**src/rtl/strided_address_generator.sv**
```systemverilog
`default_nettype none
// ============================================================================
// Module   : strided_address_generator
// Purpose  : Walks a 2-D strided region (lineCount lines of lineBeats beats,
//            line starts lineStride bytes apart) and emits AXI address-channel
//            INCR bursts of at most MAX_AxLEN+1 beats. Each burst gets a
//            sequential ID starting at 0 for every job.
// Ports    : aclk/reset        - clock, synchronous active-high reset
//            start/done        - job request (sampled while idle) / idle flag
//            startAddr, lineStride, lineBeats, lineCount - job description
//            axid..axprot      - AXI AW/AR address-channel payload
//            axvalid/axready   - AXI address-channel handshake
// Options  : define STRIDED_ADDR_GEN_4K_SPLIT_EN to split bursts at 4 KiB
//            boundaries; without it bursts may cross 4 KiB.
// Revision : 1.0 - initial release
// ============================================================================
module strided_address_generator #(
    parameter int ADDR_WIDTH            = 32,
    parameter int ID_WIDTH              = 8,
    parameter int MAX_AxLEN             = 15,
    parameter int AxSIZE_BYTES_PER_BEAT = 3,
    parameter int COUNT_WIDTH           = 16
) (
    input  logic                   aclk,
    input  logic                   reset,
    input  logic                   start,
    output logic                   done,
    input  logic [ADDR_WIDTH-1:0]  startAddr,
    input  logic [ADDR_WIDTH-1:0]  lineStride,
    input  logic [COUNT_WIDTH-1:0] lineBeats,
    input  logic [COUNT_WIDTH-1:0] lineCount,
    output logic [ID_WIDTH-1:0]    axid,
    output logic [ADDR_WIDTH-1:0]  axaddr,
    output logic [7:0]             axlen,
    output logic [2:0]             axsize,
    output logic [1:0]             axburst,
    output logic                   axlock,
    output logic [3:0]             axcache,
    output logic [2:0]             axprot,
    output logic                   axvalid,
    input  logic                   axready
);

    typedef enum logic [1:0] {
        IDLE  = 2'd0,
        CALC  = 2'd1,
        ISSUE = 2'd2
    } state_t;

    localparam int BURST_MAX = MAX_AxLEN + 1;
    // Comparison width wide enough for the beat counter and the 4 KiB limit.
    localparam int CMP_W = (COUNT_WIDTH > 13) ? COUNT_WIDTH : 13;
    // Clears the sub-beat address bits so every burst is beat aligned.
    localparam logic [ADDR_WIDTH-1:0] ALIGN_MASK = {ADDR_WIDTH{1'b1}} << AxSIZE_BYTES_PER_BEAT;

    state_t                 state_q, state_d;
    logic                   done_q, done_d;
    logic [ADDR_WIDTH-1:0]  addr_q, addr_d;
    logic [ADDR_WIDTH-1:0]  line_start_q, line_start_d;
    logic [ADDR_WIDTH-1:0]  stride_q, stride_d;
    logic [COUNT_WIDTH-1:0] line_beats_q, line_beats_d;
    logic [COUNT_WIDTH-1:0] beats_left_q, beats_left_d;
    logic [COUNT_WIDTH-1:0] lines_left_q, lines_left_d;
    logic [8:0]             burst_beats_q, burst_beats_d;
    logic [ID_WIDTH-1:0]    axid_q, axid_d;
    logic [ADDR_WIDTH-1:0]  axaddr_q, axaddr_d;
    logic [7:0]             axlen_q, axlen_d;
    logic                   axvalid_q, axvalid_d;

    // Beat count of the next burst: min(remaining, BURST_MAX[, 4 KiB limit]).
    logic [CMP_W-1:0] w_beats_wide;
    logic [8:0]       w_beats;

    always_comb begin
        w_beats_wide = CMP_W'(beats_left_q);
        if (w_beats_wide > CMP_W'(BURST_MAX)) begin
            w_beats_wide = CMP_W'(BURST_MAX);
        end
`ifdef STRIDED_ADDR_GEN_4K_SPLIT_EN
        begin : g_4k_limit
            logic [12:0] w_to_boundary;
            // Address is beat aligned, so the limit is always at least one beat.
            w_to_boundary = (13'h1000 - {1'b0, addr_q[11:0]}) >> AxSIZE_BYTES_PER_BEAT;
            if (w_beats_wide > CMP_W'(w_to_boundary)) begin
                w_beats_wide = CMP_W'(w_to_boundary);
            end
        end
`endif
        w_beats = w_beats_wide[8:0];
    end

    always_comb begin
        state_d       = state_q;
        addr_d        = addr_q;
        line_start_d  = line_start_q;
        stride_d      = stride_q;
        line_beats_d  = line_beats_q;
        beats_left_d  = beats_left_q;
        lines_left_d  = lines_left_q;
        burst_beats_d = burst_beats_q;
        axid_d        = axid_q;
        axaddr_d      = axaddr_q;
        axlen_d       = axlen_q;
        axvalid_d     = axvalid_q;

        case (state_q)
            IDLE: begin
                // Empty jobs are dropped without leaving IDLE.
                if (start && (lineBeats != '0) && (lineCount != '0)) begin
                    addr_d       = startAddr & ALIGN_MASK;
                    line_start_d = startAddr & ALIGN_MASK;
                    stride_d     = lineStride & ALIGN_MASK;
                    line_beats_d = lineBeats;
                    beats_left_d = lineBeats;
                    lines_left_d = lineCount;
                    axid_d       = '0;
                    state_d      = CALC;
                end
            end
            CALC: begin
                axaddr_d      = addr_q;
                burst_beats_d = w_beats;
                axlen_d       = 8'(w_beats - 9'd1);
                axvalid_d     = 1'b1;
                state_d       = ISSUE;
            end
            ISSUE: begin
                if (axready) begin
                    axvalid_d = 1'b0;
                    axid_d    = axid_q + 1'b1;
                    if (beats_left_q == COUNT_WIDTH'(burst_beats_q)) begin
                        if (lines_left_q == COUNT_WIDTH'(1)) begin
                            beats_left_d = '0;
                            lines_left_d = '0;
                            state_d      = IDLE;
                        end else begin
                            // Next line starts from the previous line start, not
                            // from where the running address ended.
                            line_start_d = line_start_q + stride_q;
                            addr_d       = line_start_q + stride_q;
                            beats_left_d = line_beats_q;
                            lines_left_d = lines_left_q - 1'b1;
                            state_d      = CALC;
                        end
                    end else begin
                        addr_d       = addr_q + (ADDR_WIDTH'(burst_beats_q) << AxSIZE_BYTES_PER_BEAT);
                        beats_left_d = beats_left_q - COUNT_WIDTH'(burst_beats_q);
                        state_d      = CALC;
                    end
                end
            end
            default: begin
                axvalid_d = 1'b0;
                state_d   = IDLE;
            end
        endcase

        done_d = (state_d == IDLE);
    end

    always_ff @(posedge aclk) begin
        if (reset) begin
            state_q       <= IDLE;
            done_q        <= 1'b1;
            addr_q        <= '0;
            line_start_q  <= '0;
            stride_q      <= '0;
            line_beats_q  <= '0;
            beats_left_q  <= '0;
            lines_left_q  <= '0;
            burst_beats_q <= '0;
            axid_q        <= '0;
            axaddr_q      <= '0;
            axlen_q       <= 8'(MAX_AxLEN);
            axvalid_q     <= 1'b0;
        end else begin
            state_q       <= state_d;
            done_q        <= done_d;
            addr_q        <= addr_d;
            line_start_q  <= line_start_d;
            stride_q      <= stride_d;
            line_beats_q  <= line_beats_d;
            beats_left_q  <= beats_left_d;
            lines_left_q  <= lines_left_d;
            burst_beats_q <= burst_beats_d;
            axid_q        <= axid_d;
            axaddr_q      <= axaddr_d;
            axlen_q       <= axlen_d;
            axvalid_q     <= axvalid_d;
        end
    end

    assign done    = done_q;
    assign axid    = axid_q;
    assign axaddr  = axaddr_q;
    assign axlen   = axlen_q;
    assign axvalid = axvalid_q;
    assign axsize  = 3'(AxSIZE_BYTES_PER_BEAT);
    assign axburst = 2'b01;
    assign axlock  = 1'b0;
    assign axcache = 4'b0000;
    assign axprot  = 3'b000;

endmodule
`default_nettype wire

```
**config.mk**
```make
export PLATFORM = sky130hd
export DESIGN_NAME = strided_address_generator
export DESIGN_NICKNAME = d
export VERILOG_FILES = /design/src/rtl/strided_address_generator.sv
export SDC_FILE = /design/constraint.sdc
export NUM_CORES = 1
export LEC_CHECK = 0
export CAP_MARGIN = 20
export CORE_MARGIN = 2
export CORE_UTILIZATION = 43
export CTS_BUF_LIST = sky130_fd_sc_hd__clkbuf_2
export DETAILED_ROUTE_END_ITERATION = 10
export GPL_TIMING_DRIVEN = 0
export PLACE_DENSITY = 0.66
export SETUP_SLACK_MARGIN = 0.2
export SLEW_MARGIN = 20
export SYNTH_ARGS = -nofsm -noshare
export SYNTH_HDL_FRONTEND = slang
export SYNTH_SLANG_ARGS = --single-unit
export TNS_END_PERCENT = 50
```
**constraint.sdc**
```tcl
create_clock -name aclk -period 3.3 [get_ports aclk]
set_input_delay 0.825 -clock aclk [delete_from_list [all_inputs] [get_ports aclk]]
set_output_delay 0.825 -clock aclk [all_outputs]
set_load 0.01 [all_outputs]
```
==> key figures <==
Outcome
  • Outcome: completed

Timing
  • Rel. slew slack: 34.0%
  • Worst Skew: 0.0386 ns
  • RSZ-0062 raised after global routing: true
  • Setup-failing EPs final: 0
  • Final Max Tran Viols: 0
  • Fmax: 0.329 GHz
  • Setup TNS Final: 0 ns
  • Slew of the pin with the lowest slew margin: between 0.9 and 1 ns
  • Post-route minimum period: 3.04 ns
  • Final worst slack: 0.265 ns
  • Final-report hold violation count: 0
  • Period utilisation layout: roughly 92%
  • Hold WS: between 0.4 and 0.5 ns

Logic synthesis
  • Yosys warning total: 0
  • Cell Area, Synth: 0.0112 mm^2
  • Compound-gate portion of the synthesized area: 23.1%
  • Post-synthesis xor/xnor area fraction: between 4 and 5%
  • Dominant synthesized flop cell: dfxtp_1
  • Post-synthesis mux area share: 4.57%
  • Post-Synth Simple-Gate Area: 21.6%
  • Fraction of registers with async set/reset: 0%
  • Sequential-to-total area share from yosys stat: 34.9%
  • Adder-cell share of the synthesized area: 6.14%
  • Synthesized netlist cell count: 1419
  • Main combinational cell family by area after synthesis: compound AO/OA/AOI/OAI gates
  • Post-synth cell types: 78
  • FF+latch count, synth: around 200
  • EDFF count, synth: 0
  • Synth Area per Inst: 7.88 um^2

Setup path
  • CP Data Required Time: 4.11 ns
  • Worst Path Arrival: 3.85 ns
  • Flop2flop setup slack: 0.26 ns
  • Worst Path Max Fanout: 7
  • Crit path launch type: register
  • CP Class: register to register
  • Kind of end point of the critical path: register

Pwr
  • Psw: 2.16 mW
  • Pwr dens: just over 400 mW/mm^2
  • Power share of the combinational group: 30.0%
  • Sequential power share: 48.3%
  • Pint: around 3.5 mW
  • Sw Ratio: 38.4%
  • Peak supply drop: 0.197 mV
  • Clock share of power: 21.8%
  • Total Power: approximately 5.6 mW
  • Pleak: 5.38 nW

Place
  • Placement Setup Slack: -0.473 ns
  • Placed cell count: between 1.5k and 2k
  • Placed instance area: 0.0131 mm^2
  • RD Place Congestion: 0.938
  • Port Buffer Count: 143
  • Detail Placement HPWL: 28800 um

Clock network
  • Sink Count: 195
  • Num CTS Buffers: 17
  • Root cell of the clock tree: clkbuf_2
  • Latest clock arrival within the worst-skew pair: 0.83 ns
  • Longest Clk Path Bufs: 2
  • H-tree depth: 4
  • Clk slew on worst S/H paths: 0.32 ns
  • CTS tree: built
  • Hold_buf cts: 0

GRT
  • Vias in the first global route: 10.4k
  • First-pass GRT wire length: 58200 um
  • Initial antenna violation count: 1
  • Largest net degree at the start of global routing: 20
  • Tot GR Track Use: 27.7%
  • Grt ovf: 0

Floorplan
  • Core area: 0.0258 mm^2
  • Die height: 165 um
  • IO Pins: approximately 160
  • Die area: between 0.02 and 0.03 mm^2
  • Initial Utilization: 43.4%
  • Chip width: 165 um
  • Row Count: 59

Route
  • Post-DRT Antenna Nets: 0
  • First-pass detailed-route iteration total: 6
  • Drt initial violations: 1277
  • Post-DR vias/cell: 5.80
  • Via count: 11.3k
  • Wirelength per Cell: 19.5 um
  • DRC viols: 0
  • WL final: 38000 um

Layout
  • Nets: approximately 1.8k
  • Post-route insts no fill: 1952
  • Commonest non-fill, non-tap cell in the layout: nand2_1
  • Synthesis-to-layout area growth: 21.3%
  • Proportion of layout cells with a drive suffix above 1: under 10%
  • Post-layout util: 52.6%
  • Final Instance Area: approximately 0.014 mm^2
  • Most frequent cells in the layout: nand2_1, dfxtp_1, nor2_1, clkdlybuf4s50_1, a21oi_1

Worst hold path
  • Hold Crit Class: register to register

Run
  • Max Cap Viol: 0
-- repair_timing --
action | in CTS | in global routing
gates resized for setup | 9 | 40
pin swaps | 3 | 22
setup endpoints to repair | 30 | 68
setup buffers | 1 | 9
-- sequential cells by signal, summed over array words and instances (netlist names) --
signal,count
lines_left_q,16
addr_q,30
stride_q,29
state_q,2
burst_beats_q,9
axaddr,30
line_beats_q,16
axvalid,1
axid,8
done,1
axlen,8
beats_left_q,16
line_start_q,29
-- cell type report --
class                           count  area [um^2]
Clock buffer                       17         85.1
Multi-Input combinational cell   1104         6880
Buffer                            100          485
Antenna cell                        2         5.00
Tap cell                          335          419
Timing Repair Buffer              153         1510
Inverter                           31          116
Fill cell                        2547        12200
Sequential cell                   195         3920
Clock inverter                     15          143
-- worst max-delay path, stage by stage, from the launching register on --
cell and delay (ns):
dfxtp_1 0.42, ha_1 0.38, nand3_1 0.09, o22ai_1 0.29
o21ba_2 0.21, nor2_1 0.07, nor2_1 0.52, nand2_1 0.32
or4_1 0.48, nand3_1 0.10, a31o_2 0.15
-- metal layers --
metal  global-route usage [%]  vias up  part of all wire (%)  routed length, um
met2                     45.4      507                    46              17400
met4                     8.93        0                   2.8               1060
met3                     3.75       74                   7.5               2830
met1                     37.6     5330                    44              16700
met5                        0        -                     0                  0
li1                         -     5419                     -                  -
-- power by group through the flow --
stage          clock, mW  combinational (mW)  sequential (mW)
6_report            1.23                1.69             2.71
5_1_grt             1.31                1.85             2.74
4_1_cts             1.22                1.62             2.71
3_5_place_dp           0                1.60             2.75
3_3_place_gp           0                1.58             2.74
2_1_floorplan          0                1.08             2.70
-- cell usage after synthesis, types with 6 or more instances --
cell | n | area, um^2
dfxtp_1 | 195 | 3900
nand2_1 | 190 | 713
nor2_1 | 188 | 706
a21oi_1 | 128 | 641
o21ai_0 | 65 | 325
clkbuf_1 | 57 | 214
mux2i_1 | 51 | 510
ha_1 | 50 | 626
nor3_1 | 35 | 175
xnor2_1 | 34 | 298
nand3_1 | 32 | 160
inv_1 | 30 | 113
a211oi_1 | 27 | 203
xor2_1 | 21 | 184
a311oi_1 | 18 | 158
a21o_1 | 17 | 128
o211ai_1 | 17 | 128
buf_4 | 15 | 113
o31ai_1 | 15 | 113
buf_2 | 13 | 65.1
nand4_1 | 13 | 81.3
a22oi_1 | 12 | 90.1
nor4_1 | 12 | 75.1
buf_1 | 11 | 41.3
nor2b_1 | 11 | 68.8
o21a_1 | 11 | 82.6
and2_1 | 10 | 62.6
nand2b_1 | 10 | 62.6
a31oi_1 | 9 | 56.3
and3_1 | 8 | 50.1
or3_1 | 8 | 50.1
a221oi_1 | 7 | 61.3
a21boi_0 | 6 | 45.0
a221o_1 | 6 | 60.1
o22ai_1 | 6 | 37.5
-- cell families (layout without fill, tap and decap cells) --
logic type,Yosys count,in the layout
XOR/XNOR,55,55
flip-flops,195,195
other,2,15
multiplexers,51,51
AO/OA/AOI/OAI,391,391
AND/OR/NAND/NOR,541,541
buffers and inverters,131,316
adder cells (fa/ha/maj),53,53
-- path summary, 6_finish.rpt --
path                                  from  cells after the start          to
worst min register to register  axaddr[29]                      2  axaddr[29]
worst max register to register   addr_q[6]                     10  addr_q[26]
worst min-delay path            axaddr[29]                      2  axaddr[29]
worst max-delay path             addr_q[6]                     10  addr_q[26]
Power figures use the tool's default switching activity.
